File: src/rtl/display_compositor.sv
// Two-stage pixel compositor: per-layer blink masking and priority select, then a
// palette lookup. The palette is double-buffered and swaps on frame_start.
module display_compositor #(
  parameter int NUM_LAYERS   = 5,
  parameter int COLOR_W      = 8,
  parameter int BLINK_FRAMES = 30,
  localparam int ADDR_W      = $clog2(NUM_LAYERS + 1)
) (
  input  logic                   clk,
  input  logic                   reset,
  input  logic                   frame_start,
  input  logic                   valid_in,
  input  logic [NUM_LAYERS-1:0]  layer_hit,
  input  logic [NUM_LAYERS-1:0]  blink_en,
  input  logic                   pal_we,
  input  logic [ADDR_W-1:0]      pal_addr,
  input  logic [3*COLOR_W-1:0]   pal_data,
  output logic                   valid_out,
  output logic [COLOR_W-1:0]     r,
  output logic [COLOR_W-1:0]     g,
  output logic [COLOR_W-1:0]     b
);

  localparam int PIX_W       = 3 * COLOR_W;
  localparam int NUM_ENTRIES = NUM_LAYERS + 1;
  localparam int CNT_W       = (BLINK_FRAMES > 1) ? $clog2(BLINK_FRAMES) : 1;
  localparam logic [CNT_W-1:0]   LAST_CNT = CNT_W'(BLINK_FRAMES - 1);
  localparam logic [COLOR_W-1:0] BG_CH    = {{(COLOR_W-1){1'b0}}, 1'b1} << (COLOR_W - 3);
  localparam logic [PIX_W-1:0]   BG_RST   = {3{BG_CH}};
  localparam logic [PIX_W-1:0]   LAYER_RST = {PIX_W{1'b1}};

  logic [NUM_ENTRIES-1:0][PIX_W-1:0] shadow_vec;
  logic [NUM_ENTRIES-1:0][PIX_W-1:0] active_vec;

  logic [CNT_W-1:0]      frame_cnt_reg;
  logic                  blink_phase_reg;
  logic [NUM_LAYERS-1:0] eff_hit;
  logic [ADDR_W-1:0]     sel_next;
  logic [ADDR_W-1:0]     s1_sel_reg;
  logic                  s1_valid_reg;
  logic [PIX_W-1:0]      pal_rd_next;
  logic                  valid_out_reg;
  logic [PIX_W-1:0]      rgb_reg;

  // Each palette entry owns its shadow and active copy; addresses above the
  // background entry match nothing, so such writes fall away.
  genvar gi;
  generate
    for (gi = 0; gi < NUM_ENTRIES; gi++) begin : g_pal
      localparam logic [PIX_W-1:0] RST_VAL = (gi == NUM_LAYERS) ? BG_RST : LAYER_RST;
      logic [PIX_W-1:0] shadow_reg;
      logic [PIX_W-1:0] active_reg;

      always_ff @(posedge clk or negedge reset) begin
        if (!reset) begin
          shadow_reg <= RST_VAL;
          active_reg <= RST_VAL;
        end else begin
          if (frame_start)
            active_reg <= shadow_reg;
          if (pal_we && (pal_addr == ADDR_W'(gi)))
            shadow_reg <= pal_data;
        end
      end

      assign shadow_vec[gi] = shadow_reg;
      assign active_vec[gi] = active_reg;
    end

    for (gi = 0; gi < NUM_LAYERS; gi++) begin : g_hit
      assign eff_hit[gi] = layer_hit[gi] & ~(blink_en[gi] & ~blink_phase_reg);
    end
  endgenerate

  always_ff @(posedge clk or negedge reset) begin
    if (!reset) begin
      frame_cnt_reg   <= '0;
      blink_phase_reg <= 1'b1;
    end else if (frame_start) begin
      if (frame_cnt_reg == LAST_CNT) begin
        frame_cnt_reg   <= '0;
        blink_phase_reg <= ~blink_phase_reg;
      end else begin
        frame_cnt_reg <= frame_cnt_reg + CNT_W'(1);
      end
    end
  end

  // Scan from the lowest priority upward so the lowest hit index wins.
  always_comb begin
    sel_next = ADDR_W'(NUM_LAYERS);
    for (int k = NUM_LAYERS - 1; k >= 0; k--) begin
      if (eff_hit[k])
        sel_next = ADDR_W'(k);
    end
  end

  always_ff @(posedge clk or negedge reset) begin
    if (!reset) begin
      s1_valid_reg <= 1'b0;
      s1_sel_reg   <= ADDR_W'(NUM_LAYERS);
    end else begin
      s1_valid_reg <= valid_in;
      s1_sel_reg   <= sel_next;
    end
  end

  // A palette swap on this edge is bypassed so stage 2 sees the new active colour.
  always_comb begin
    pal_rd_next = active_vec[s1_sel_reg];
    if (frame_start)
      pal_rd_next = shadow_vec[s1_sel_reg];
  end

  always_ff @(posedge clk or negedge reset) begin
    if (!reset) begin
      valid_out_reg <= 1'b0;
      rgb_reg       <= '0;
    end else if (s1_valid_reg) begin
      valid_out_reg <= 1'b1;
      rgb_reg       <= pal_rd_next;
    end else begin
      valid_out_reg <= 1'b0;
      rgb_reg       <= '0;
    end
  end

  assign valid_out = valid_out_reg;
  assign r = rgb_reg[3*COLOR_W-1:2*COLOR_W];
  assign g = rgb_reg[2*COLOR_W-1:COLOR_W];
  assign b = rgb_reg[COLOR_W-1:0];

endmodule

File: config.mk
export PLATFORM = sky130hd
export DESIGN_NAME = display_compositor
export DESIGN_NICKNAME = d
export VERILOG_FILES = /design/src/rtl/display_compositor.sv
export SDC_FILE = /design/constraint.sdc
export NUM_CORES = 1
export LEC_CHECK = 0
export ABC_AREA = 1
export BUFFER_PORTS_ARGS = -buffer_cell sky130_fd_sc_hd__clkbuf_2
export CAP_MARGIN = 40
export CORE_MARGIN = 2
export CORE_UTILIZATION = 35
export CTS_CLUSTER_DIAMETER = 30
export DETAILED_ROUTE_END_ITERATION = 8
export GPL_ROUTABILITY_DRIVEN = 0
export RECOVER_POWER = 25
export SLEW_MARGIN = 5
export SYNTH_ARGS = -nofsm -noshare
export SYNTH_HDL_FRONTEND = slang
export SYNTH_SLANG_ARGS = --single-unit
File: constraint.sdc
create_clock -name clk -period 3.1 [get_ports clk]
set_input_delay 0.62 -clock clk [delete_from_list [all_inputs] [get_ports clk]]
set_output_delay 0.62 -clock clk [all_outputs]
set_load 0.005 [all_outputs]
==> PnR_summary.wiki <==
{| class="wikitable"
! Metric !! Value
|-
| Status || complete, but fails checks
|-
| Failing checks || capacitance limit, slew limit
|-
| Worst supply voltage drop on vdd || 0.000668 V
|-
| Final Net Count || 1846
|-
| R2r startpoint || s1_sel_reg[1]
|-
| Clock Latency Late Sink || 0.56 ns
|-
| Startpoint class of the critical path || primary input
|-
| Final number of setup-violating endpoints || 0
|-
| Final Skew || 0.0171 ns
|-
| Share of flip-flops with an asynchronous set or reset after synthesis || 100%
|-
| Average wire per standard cell || 14.7 µm
|-
| Transition time at the pin with the least slew margin || 1.72 ns
|-
| Seq pwr share || 41.8%
|-
| Avg Synthesized Cell Area || 8.34 µm²
|-
| Worst slew margin relative to its limit || -14.4%
|-
| Net switching fraction of the power || 29.0%
|-
| Slowest stage delay, CP || 1.30 ns
|-
| DP Worst Slack || 0.855 ns
|-
| Share of layout cells above drive strength 1 || 23.8%
|-
| Setup repair after global routing missed its margin || no
|-
| Starting utilization of the core area || 35.2%
|-
| DIE AREA || 0.0436 mm²
|-
| Final HPWL DP || 21.0 mm
|-
| Post-layout minimum cycle time || 2.13 ns
|-
| Gate family responsible for the most delay along the worst path || buffers and inverters
|-
| Origin of the worst setup path || reset
|-
| Number of register bits inferred by synthesis || 323
|-
| Critical path peak fanout || 94
|-
| Classification of the worst setup path || primary input to async pin
|-
| Pwr Total || 0.0141 W
|-
| Vias per cell || 4.78
|-
| Most common cell after layout, fill and taps aside || sky130_fd_sc_hd__nand2_1
|-
| Category of the worst setup path capture point || async pin
|-
| Critical-path cell list || buf_8, clkbuf_1
|-
| Area added between synthesis and finish || 17.5%
|-
| Clk Tree Root Cell || sky130_fd_sc_hd__clkbuf_16
|-
| Syn. warnings || 0
|-
| Maximum number of pins on one net before global-route repair || 162
|-
| Max Cap Viol || 2
|-
| Clock sink count || 323
|-
| Number of primary I/O pins || 67
|-
| Final Hold Viols || 0
|-
| CTS tree || done
|-
| Post-CTS clock slew at the launch and capture registers of the worst setup and hold paths || 0.05 ns
|-
| Final worst slack || 0.972 ns
|-
| Die Y-Extent || 209 µm
|-
| Most used flip-flop cell after synthesis || sky130_fd_sc_hd__dfstp_2
|-
| Internal cell power || 0.0100 W
|-
| Antenna diodes || 0
|-
| Portion of total power attributed to combinational logic || 18.6%
|-
| Number of standard-cell rows in the floorplan || 75
|-
| Setup Fix Bufs, Post-CTS || 0
|-
| Sw power || 0.00408 W
|-
| Number of flops mapped to enable cells by yosys || 0
|-
| Total clock buffers created by CTS || 51
|-
| Worst-case clock buffer depth || 3
|-
| Slowest cell on crit path || sky130_fd_sc_hd__clkbuf_1
|-
| Area taken by multi-input logic gates || 0.00481 mm²
|-
| Final worst path period share || 68.7%
|-
| Final total negative setup slack || 0 ns
|-
| Distinct cell type count of the synthesized netlist || 20
|-
| Register cell area after layout || 0.00840 mm²
|-
| Drt drc || 0
|-
| Commonest cells after routing, fill and taps aside || sky130_fd_sc_hd__nand2_1, sky130_fd_sc_hd__o21ai_0, sky130_fd_sc_hd__dfstp_2, sky130_fd_sc_hd__inv_1, sky130_fd_sc_hd__nand3_1
|-
| Chip Width || 209 µm
|-
| Core area || 0.0417 mm²
|-
| Sequential fraction of the synthesis area || 57.2%
|-
| Mapped Nets || 1804
|-
| Router iterations before antenna repair || 7
|-
| Netlist area before placement || 0.0147 mm²
|-
| Type of the tightest min-delay check || primary input to async pin
|-
| Routed via count || 11400
|-
| Overall Global Routing Usage || 16.5%
|-
| Max-slew violations || 63
|-
| Fill count || 4203
|-
| DRT antenna net count || 0
|-
| Ratio of total power to cell area || 817 mW/mm²
|-
| Static leakage || 7.99 nW
|-
| Gates resized, CTS repair || 0
|-
| GRT Residual Overflow || 0
|-
| Number of violations reported at the end of detailed-routing iteration 0 || 814
|-
| Number of buffer and inverter stages on the critical path || 2
|-
| Top achievable clock speed || 0.470 GHz
|-
| Port buffer count || 66
|-
| Critical path data required time || 3.44 ns
|-
| Total wire length || 35.1 mm
|-
| Number of antenna violations at the first check in global routing || 0
|-
| Post-CTS Hold Buffers || 0
|-
| Placed insts || 2288
|-
| CTS H-Tree Depth || 2
|-
| Layout Cells excl Fill || 2384
|-
| Crit path DAT || 2.47 ns
|-
| Tightest hold margin || 0.0763 ns
|-
| Gate count of the mapped netlist || 1760
|-
| Relative contribution of the clock network to total power || 39.6%
|-
| Number of global-route vias before repair || 11200
|-
| First-pass GRT wire length || 58.5 mm
|}
stage by stage:
step	utilization [%]	instance area (µm²)
after floorplan	-	14700
after global placement	37.2	15500
after detailed placement	37.4	15600
after CTS	41.5	17300
after global routing	41.4	17200
final	41.4	17200
per-layer routing:
| layer | routed length (µm) | up-vias | part of all wire [%] | global-route usage (%) |
|---|---|---|---|---|
| li1 | - | 5632 | - | - |
| met1 | 16500 | 5433 | 47 | 22.9 |
| met2 | 16000 | 281 | 45 | 26.4 |
| met4 | 823 | 0 | 2.3 | 4.75 |
| met5 | 0 | - | 0 | 0 |
| met3 | 1830 | 60 | 5.2 | 2.98 |
power by group through the flow:
stage / clock network [W] / registers (W) / logic, W
after global routing: 0.00590 / 0.00599 / 0.00306
after detailed placement: 0 / 0.00594 / 0.00265
after global placement: 0 / 0.00591 / 0.00259
final: 0.00557 / 0.00588 / 0.00263
after floorplan: 0 / 0.00582 / 0.00191
after CTS: 0.00568 / 0.00589 / 0.00267
cell type report:
type | instances | share of cell area [%]
well taps | 539 | 3.91
repair buffers | 98 | 3.99
multi-input cells | 1078 | 27.9
flip-flops and latches | 323 | 48.7
clock inverters | 18 | 0.980
inverters | 250 | 5.46
clock buffers | 78 | 8.99
synth_stat cells, types with 3 or more instances:
cell type | n | area, µm²
sky130_fd_sc_hd__clkbuf_1 | 46 | 173
sky130_fd_sc_hd__inv_2 | 3 | 11.3
sky130_fd_sc_hd__a21oi_1 | 28 | 140
sky130_fd_sc_hd__buf_1 | 4 | 15.0
sky130_fd_sc_hd__o211ai_1 | 24 | 180
sky130_fd_sc_hd__dfstp_2 | 249 | 6540
sky130_fd_sc_hd__buf_4 | 15 | 113
sky130_fd_sc_hd__nor2_1 | 9 | 33.8
sky130_fd_sc_hd__nand2_1 | 548 | 2060
sky130_fd_sc_hd__inv_1 | 247 | 927
sky130_fd_sc_hd__dfrtp_1 | 74 | 1850
sky130_fd_sc_hd__buf_6 | 4 | 45.0
sky130_fd_sc_hd__nand3_1 | 195 | 976
sky130_fd_sc_hd__buf_2 | 40 | 200
sky130_fd_sc_hd__xor2_1 | 3 | 26.3
sky130_fd_sc_hd__o21ai_0 | 264 | 1320
final timing paths:
kind,end,slack [ns],depth (start not counted)
setup / recovery,g_pal[5].shadow_reg[6],0.97,2
hold / removal,g_pal[5].shadow_reg[11],0.08,1
setup reg to reg,rgb_reg[9],1.02,6
hold reg to reg,valid_out,0.37,0
max in group clk,rgb_reg[9],1.02,6
min in group clk,s1_valid_reg,0.18,1
cell families (layout without fill, tap and decap cells):
kind of cell	count (synthesis)	after routing	share of synthesized area (%)
XOR/XNOR	3	3	0.179
flip-flops	323	323	57.2
AND/OR/NAND/NOR	754	754	21.0
buffers and inverters	359	444	10.1
adder cells (fa/ha/maj)	2	2	0.171
AO/OA/AOI/OAI	319	319	11.3
Note: power is estimated with default switching activity, not from simulation.
